$ cat src/rtl/restoring_divider_if.sv
// ---------------------------------------------------------------------------
// restoring_divider_if
// Purpose : ALU-bus bundle for the sequential restoring divider. Shares the
//           start/fin handshake with the shift-add multiplier.
// Signals : start        - begin a division (sampled in IDLE or DONE)
//           dividend     - N-bit dividend
//           divisor      - N-bit divisor
//           quotient     - N-bit quotient, valid while fin=1
//           remainder    - N-bit remainder, valid while fin=1
//           busy         - operation in progress
//           fin          - result ready, held until next start or reset
//           div_by_zero  - result produced by a zero divisor
// Modports: master drives start/operands, slave is the divider.
// ---------------------------------------------------------------------------
interface restoring_divider_if #(
    parameter int N = 8
);
    logic         start;
    logic [N-1:0] dividend;
    logic [N-1:0] divisor;
    logic [N-1:0] quotient;
    logic [N-1:0] remainder;
    logic         busy;
    logic         fin;
    logic         div_by_zero;

    modport master (
        output start, dividend, divisor,
        input  quotient, remainder, busy, fin, div_by_zero
    );

    modport slave (
        input  start, dividend, divisor,
        output quotient, remainder, busy, fin, div_by_zero
    );
endinterface

$ cat src/rtl/restoring_divider.sv
// ---------------------------------------------------------------------------
// restoring_divider
// Purpose : Sequential restoring divider. One quotient bit is produced per
//           SHIFT+SUB state pair; operands are captured in LOAD.
//           Unsigned latency: start seen at edge t+1 -> fin from edge t+2N+2.
//           A zero divisor skips the loop: quotient = all ones,
//           remainder = dividend, div_by_zero = 1.
// Ports   : clk    - single clock, all state changes on posedge
//           reset  - synchronous, active-high; forces IDLE, clears registers
//           bus    - restoring_divider_if.slave (start, dividend, divisor,
//                    quotient, remainder, busy, fin, div_by_zero)
// Config  : SIGNED_DIV_EN - when defined, operands are two's complement.
//           LOAD divides magnitudes and records signs; an extra FIX state
//           restores the signs (quotient truncates toward zero, remainder
//           takes the dividend's sign). Latency becomes 2N+3.
// ---------------------------------------------------------------------------
module restoring_divider #(
    parameter int N = 8
) (
    input logic                 clk,
    input logic                 reset,
    restoring_divider_if.slave  bus
);
    localparam int CW = $clog2(N) + 1;

    typedef enum logic [2:0] {
        S_IDLE  = 3'd0,
        S_LOAD  = 3'd1,
        S_SHIFT = 3'd2,
        S_SUB   = 3'd3,
        S_FIX   = 3'd4,
        S_DONE  = 3'd5
    } state_t;

    state_t        r_state;
    logic [N:0]    r_a;       // partial remainder, one guard bit
    logic [N-1:0]  r_q;       // dividend shifting out, quotient shifting in
    logic [N-1:0]  r_m;       // divisor magnitude
    logic [CW-1:0] r_count;   // quotient bits produced so far
    logic          r_busy;
    logic          r_fin;
    logic          r_dbz;

    logic [N:0]    w_diff;
    logic [CW-1:0] w_count_inc;
    logic [N-1:0]  w_dvd_mag;
    logic [N-1:0]  w_dvs_mag;

`ifdef SIGNED_DIV_EN
    logic r_neg_q;   // operand signs differ
    logic r_neg_r;   // dividend negative

    // Magnitude of the most negative value wraps to itself, which is the
    // correct unsigned magnitude (e.g. 8'h80 = 128).
    assign w_dvd_mag = bus.dividend[N-1] ? -bus.dividend : bus.dividend;
    assign w_dvs_mag = bus.divisor[N-1]  ? -bus.divisor  : bus.divisor;
`else
    assign w_dvd_mag = bus.dividend;
    assign w_dvs_mag = bus.divisor;
`endif

    // Trial subtraction; a set top bit means A < M and A must be kept.
    assign w_diff      = r_a - {1'b0, r_m};
    assign w_count_inc = r_count + 1'b1;

    assign bus.quotient    = r_q;
    assign bus.remainder   = r_a[N-1:0];
    assign bus.busy        = r_busy;
    assign bus.fin         = r_fin;
    assign bus.div_by_zero = r_dbz;

    // NOTE: every register here is assigned with <= so all updates use the
    // values from before the edge; blocking = would let later statements see
    // half-updated state and break the {A,Q} shift/subtract sequencing.
    always_ff @(posedge clk) begin
        if (reset) begin
            r_state <= S_IDLE;
            r_a     <= '0;
            r_q     <= '0;
            r_m     <= '0;
            r_count <= '0;
            r_busy  <= 1'b0;
            r_fin   <= 1'b0;
            r_dbz   <= 1'b0;
`ifdef SIGNED_DIV_EN
            r_neg_q <= 1'b0;
            r_neg_r <= 1'b0;
`endif
        end else begin
            case (r_state)
                S_IDLE: begin
                    if (bus.start) begin
                        r_state <= S_LOAD;
                        r_busy  <= 1'b1;
                    end
                end

                S_LOAD: begin
                    r_count <= '0;
                    r_m     <= w_dvs_mag;
`ifdef SIGNED_DIV_EN
                    r_neg_q <= bus.dividend[N-1] ^ bus.divisor[N-1];
                    r_neg_r <= bus.dividend[N-1];
`endif
                    if (w_dvs_mag == '0) begin
                        // Divide by zero: publish the fixed result directly.
                        r_a     <= {1'b0, bus.dividend};
                        r_q     <= '1;
                        r_state <= S_DONE;
                        r_busy  <= 1'b0;
                        r_fin   <= 1'b1;
                        r_dbz   <= 1'b1;
                    end else begin
                        r_a     <= '0;
                        r_q     <= w_dvd_mag;
                        r_state <= S_SHIFT;
                    end
                end

                S_SHIFT: begin
                    {r_a, r_q} <= {r_a[N-1:0], r_q, 1'b0};
                    r_state    <= S_SUB;
                end

                S_SUB: begin
                    r_count <= w_count_inc;
                    if (!w_diff[N]) begin
                        r_a    <= w_diff;
                        r_q[0] <= 1'b1;
                    end
                    if (w_count_inc == CW'(N)) begin
`ifdef SIGNED_DIV_EN
                        r_state <= S_FIX;
`else
                        r_state <= S_DONE;
                        r_busy  <= 1'b0;
                        r_fin   <= 1'b1;
`endif
                    end else begin
                        r_state <= S_SHIFT;
                    end
                end

`ifdef SIGNED_DIV_EN
                S_FIX: begin
                    if (r_neg_q) r_q <= -r_q;
                    if (r_neg_r) r_a <= {1'b0, -r_a[N-1:0]};
                    r_state <= S_DONE;
                    r_busy  <= 1'b0;
                    r_fin   <= 1'b1;
                end
`endif

                S_DONE: begin
                    if (bus.start) begin
                        r_state <= S_LOAD;
                        r_busy  <= 1'b1;
                        r_fin   <= 1'b0;
                        r_dbz   <= 1'b0;
                    end
                end

                default: begin
                    r_state <= S_IDLE;
                    r_busy  <= 1'b0;
                    r_fin   <= 1'b0;
                    r_dbz   <= 1'b0;
                end
            endcase
        end
    end
endmodule

$ cat src/flat_wrapper.sv
// flat-port wrapper written by rule: the top's interface ports become plain ports
module restoring_divider_flat 
#(
    parameter int N = 8
)
  (clk, reset, bus_start, bus_dividend, bus_divisor, bus_quotient, bus_remainder, bus_busy, bus_fin, bus_div_by_zero);
  restoring_divider_if #(.N(N)) bus_i ();
  input logic clk;
  input logic reset;
  input wire logic [$bits(bus_i.start)-1:0] bus_start;
  input wire logic [$bits(bus_i.dividend)-1:0] bus_dividend;
  input wire logic [$bits(bus_i.divisor)-1:0] bus_divisor;
  output wire logic [$bits(bus_i.quotient)-1:0] bus_quotient;
  output wire logic [$bits(bus_i.remainder)-1:0] bus_remainder;
  output wire logic [$bits(bus_i.busy)-1:0] bus_busy;
  output wire logic [$bits(bus_i.fin)-1:0] bus_fin;
  output wire logic [$bits(bus_i.div_by_zero)-1:0] bus_div_by_zero;
  assign bus_i.start = bus_start;
  assign bus_i.dividend = bus_dividend;
  assign bus_i.divisor = bus_divisor;
  assign bus_quotient = bus_i.quotient;
  assign bus_remainder = bus_i.remainder;
  assign bus_busy = bus_i.busy;
  assign bus_fin = bus_i.fin;
  assign bus_div_by_zero = bus_i.div_by_zero;
  restoring_divider #(.N(N)) u_core (.clk(clk), .reset(reset), .bus(bus_i));
endmodule
$ cat config.mk
export PLATFORM = sky130hd
export DESIGN_NAME = restoring_divider_flat
export DESIGN_NICKNAME = d
export VERILOG_FILES = /design/src/rtl/restoring_divider_if.sv /design/src/rtl/restoring_divider.sv /design/src/flat_wrapper.sv
export SDC_FILE = /design/constraint.sdc
export NUM_CORES = 1
export LEC_CHECK = 0
export ABC_CLOCK_PERIOD_IN_PS = 5100
export CAP_MARGIN = 15
export CORE_ASPECT_RATIO = 2
export CORE_MARGIN = 2
export CORE_UTILIZATION = 45
export DETAILED_ROUTE_END_ITERATION = 6
export HOLD_SLACK_MARGIN = 0.15
export PLACE_DENSITY = 0.78
export SYNTH_ARGS = -nofsm -noshare
export SYNTH_HDL_FRONTEND = slang
export SYNTH_SLANG_ARGS = --single-unit
export TNS_END_PERCENT = 100
$ cat constraint.sdc
create_clock -name clk -period 5.1 [get_ports clk]
set_input_delay 0.51 -clock clk [delete_from_list [all_inputs] [get_ports clk]]
set_output_delay 0.51 -clock clk [all_outputs]
set_load 0.01 [all_outputs]
==> impl_metrics.prom <==
# TYPE chip_impl_metric gauge
chip_impl_metric{name="synth.yosys.seq_area_share",unit=""} 0.307
chip_impl_metric{name="power.leakage",unit="nW"} 0.985
chip_impl_metric{name="synth.ff_latch_count",unit=""} 35
chip_impl_metric{name="io_pins",unit=""} 38
chip_impl_info{name="setup_repair_after_global_routing_missed_its_margin",value="no"} 1
chip_impl_metric{name="cts_resized",unit=""} 0
chip_impl_metric{name="cts_post_setup_buffers_inserted",unit=""} 0
chip_impl_metric{name="cts_htree_levels",unit=""} 2
chip_impl_metric{name="cp_max_fo",unit=""} 17
chip_impl_info{name="worstHoldPathType",value="reg -> reg"} 1
chip_impl_metric{name="post-dp-hpwl",unit="mm"} 4.17
chip_impl_metric{name="syn_nets",unit=""} 322
chip_impl_metric{name="route.detailed.vias_per_inst",unit=""} 6.02
chip_impl_metric{name="postSynthCellCount",unit=""} 291
chip_impl_metric{name="die-area",unit="um2"} 5700
chip_impl_metric{name="fmaxAchievable",unit="MHz"} 378
chip_impl_metric{name="avgRoutedWirePerCell",unit="um"} 15.1
chip_impl_metric{name="grt_start_max_net_pins",unit=""} 36
chip_impl_metric{name="area.growth.synth_to_final",unit="%"} 18.5
chip_impl_metric{name="die_x",unit="um"} 54.4
chip_impl_metric{name="globalRouteOverflowTotal",unit=""} 0
chip_impl_metric{name="antenna_found_initial",unit=""} 0
chip_impl_metric{name="cts.hold.buffers_added",unit=""} 0
chip_impl_metric{name="worst_reg2reg_path_length_in_cells",unit=""} 10
chip_impl_metric{name="n_antenna_cell",unit=""} 0
chip_impl_metric{name="vias_in_the_first_global_route",unit=""} 1987
chip_impl_metric{name="placedInstanceArea",unit="um2"} 2620
chip_impl_metric{name="core_area",unit="um2"} 4860
chip_impl_metric{name="globalplace.congestion",unit=""} 0.893
chip_impl_metric{name="num_vias",unit=""} 2239
chip_impl_metric{name="slew_headroom",unit=""} 0.532
chip_impl_metric{name="synth-edff-count",unit=""} 0
chip_impl_metric{name="rows",unit=""} 36
chip_impl_metric{name="dp_worst_setup_slack",unit="ns"} 2.40
chip_impl_metric{name="clkSlewWorstSetupHoldPaths",unit="ns"} 0.07
chip_impl_metric{name="crit_arrival",unit="ns"} 2.85
chip_impl_metric{name="antenna_left",unit=""} 0
chip_impl_metric{name="die-height",unit="um"} 105
chip_impl_metric{name="setup_clock_skew_after_layout",unit="ns"} 0.00883
chip_impl_metric{name="cts_made_buffers",unit=""} 5
chip_impl_info{name="outcome",value="finished clean"} 1
chip_impl_metric{name="globalRouteTotalUtil",unit=""} 0.208
chip_impl_metric{name="routed_wl",unit="mm"} 5.64
chip_impl_metric{name="grt_pass1_wl",unit="mm"} 8.93
chip_impl_info{name="rr_endpoint",value="u_core.r_a[4]"} 1
chip_impl_info{name="end_kind",value="flop"} 1
chip_impl_metric{name="actual_slew_at_the_worst_max_slew_pin",unit="ns"} 0.698
chip_impl_metric{name="io_buffers",unit=""} 37
chip_impl_metric{name="register_area",unit="um2"} 701
chip_impl_metric{name="largest_buffer_count_on_any_clock_path",unit=""} 2
chip_impl_info{name="critPathLaunchType",value="flop"} 1
chip_impl_info{name="critical_path.startpoint",value="u_core.r_a[0]"} 1
chip_impl_metric{name="cap_viol_max_count",unit=""} 0
chip_impl_info{name="cts_tree",value="done"} 1
chip_impl_metric{name="post_synth_num_cell_types",unit=""} 50
chip_impl_metric{name="power.density_cell_area",unit="nW/um2"} 336
chip_impl_metric{name="design.final.nets",unit=""} 346
chip_impl_metric{name="footprint_of_the_multi_input_gates",unit="um2"} 1360
chip_impl_metric{name="nFillCells",unit=""} 485
chip_impl_metric{name="synth_async_sr_flop_share",unit=""} 0
chip_impl_metric{name="clock_insertion_delay_worst_skew",unit="ns"} 0.29
chip_impl_info{name="setup.worst_path.end",value="u_core.r_a[4]"} 1
chip_impl_metric{name="syn_area",unit="um2"} 2280
chip_impl_metric{name="slew_violations",unit=""} 0
chip_impl_metric{name="final.min_clock_period",unit="ns"} 2.65
chip_impl_metric{name="drt_drc_violations_left",unit=""} 0
chip_impl_info{name="timing_worst_setup_path_type",value="reg -> reg"} 1
chip_impl_info{name="post_synth_top_flop",value="dfxtp_1"} 1
chip_impl_metric{name="avgSynthCellArea",unit="um2"} 7.85
chip_impl_metric{name="required_time_reported_for_the_critical_path_endpoint",unit="ns"} 5.31
chip_impl_metric{name="detailedRoute.firstIterationViolations",unit=""} 64
chip_impl_info{name="clk_root_buf",value="clkbuf_8"} 1
chip_impl_metric{name="drive_gt1_frac",unit=""} 0.0794
chip_impl_metric{name="finalCritPeriodShare",unit=""} 0.519
chip_impl_metric{name="final_design_area_no_fill",unit="um2"} 2710
chip_impl_metric{name="clock_sink_count",unit=""} 35
chip_impl_info{name="worst_r2r_startpoint",value="u_core.r_a[0]"} 1
chip_impl_metric{name="vdd_drop_max",unit="mV"} 0.204
chip_impl_metric{name="final_setup_margin",unit="ns"} 2.45
chip_impl_metric{name="final.setup.tns",unit="ns"} 0
chip_impl_metric{name="reg2reg_setup_slack",unit="ns"} 2.45
chip_impl_metric{name="yosys_warnings",unit=""} 0
chip_impl_metric{name="setup_violations",unit=""} 0
chip_impl_metric{name="initial_utilization",unit=""} 0.470
chip_impl_metric{name="hold_violations",unit=""} 0
chip_impl_metric{name="drt_pre_antenna_iters",unit=""} 4
## synthesized netlist by cell type, types with 6 or more instances
cell type / n / area [um2]
buf_4: 8 / 60.1
nor2b_1: 7 / 43.8
nor3_1: 11 / 55.1
ha_1: 11 / 138
a21oi_1: 30 / 150
nand2_1: 36 / 135
clkbuf_1: 14 / 52.6
a221oi_2: 6 / 90.1
inv_1: 16 / 60.1
a22oi_1: 8 / 60.1
a22o_1: 7 / 61.3
dfxtp_1: 35 / 701
nor2_1: 21 / 78.8
a31oi_1: 11 / 68.8
## cell families after synthesis
| logic type | share of synthesized area |
|---|---|
| buffers and inverters | 0.0964 |
| XOR/XNOR | 0.00383 |
| AO/OA/AOI/OAI | 0.313 |
| AND/OR/NAND/NOR | 0.211 |
| adder cells (fa/ha/maj) | 0.0690 |
| flip-flops | 0.307 |
## worst min path at each step
stage                        from            end  slack, ns  depth (start not counted)
CTS                 u_core.r_m[1]  u_core.r_m[1]       0.46                          2
detailed placement  u_core.r_m[1]  u_core.r_m[1]       0.45                          2
floorplan           u_core.r_m[1]  u_core.r_m[1]       0.44                          2
global route        u_core.r_m[1]  u_core.r_m[1]       0.47                          2
finish              u_core.r_m[1]  u_core.r_m[1]       0.46                          2
global placement    u_core.r_m[1]  u_core.r_m[1]       0.44                          2
## worst max-delay path, stage by stage, from the launching register on
cell,delay [ns]
dfxtp_1,0.31
inv_1,0.10
ha_1,0.15
inv_1,0.04
fa_1,0.42
a21o_1,0.20
a31oi_1,0.25
a21oi_1,0.11
or4_4,0.56
nor2b_1,0.20
a311oi_2,0.23
## cell type report
type	count	share of cell area
clock buffer	6	0.0305
clock inverter	1	0.00185
inverter	18	0.0250
multi-input combinational	212	0.504
sequential	35	0.259
tap	57	0.0264
timing repair buffer	43	0.153
## per-layer routing
layer	vias up	wire [um]	GRT usage
li1	1093	-	-
met1	1051	2180	0.240
met2	79	2950	0.342
met3	16	300	0.0357
met4	0	207	0.114
met5	-	0	0
## sequential cells by signal, summed over array words and instances, names as in the netlist
| name | count |
|---|---|
| u_core.bus.div_by_zero | 1 |
| u_core.bus.fin | 1 |
| u_core.r_state | 3 |
| u_core.r_m | 8 |
| u_core.bus.quotient | 8 |
| u_core.r_a | 9 |
| u_core.r_count | 4 |
| u_core.bus.busy | 1 |
## through the flow
| step | cells | power (W) | util | hold WS [ns] |
|---|---|---|---|---|
| 6_report | 372 | 0.000908 | 0.556 | 0.457 |
| 5_1_grt | 372 | 0.000966 | 0.556 | 0.472 |
| 4_1_cts | 372 | 0.000911 | 0.556 | 0.456 |
| 3_5_place_dp | 365 | 0.000707 | 0.538 | 0.447 |
| 3_3_place_gp | 365 | 0.000703 | 0.538 | 0.443 |
| 2_1_floorplan | 291 | 0.000617 | - | 0.436 |
## cell usage in the layout (no fill, tap or decap), types with 3 or more instances in the layout
cell             count
a21oi_1             30
nor3b_1              3
nor4_1               3
dfxtp_1             35
a22o_1               7
o21ai_1              5
a211oi_1             5
inv_1               16
or4_1                3
nand2_1             36
a21o_1               5
a22oi_1              8
nor2_1              21
o31ai_1              3
a31oi_1             11
clkbuf_8             6
ha_1                11
clkdlybuf4s50_1     37
o21ai_0              5
buf_4                6
o21a_1               4
nand2b_1             3
and3_1               3
nor3_1              11
a221oi_2             6
nor2b_1              7
## power breakdown
part           switching (W)  leakage (nW)  internal, W
clock              0.0000964        0.0470     0.000106
sequential         0.0000286         0.286     0.000302
combinational       0.000206         0.651     0.000169
(Power assumes the default switching activity.)
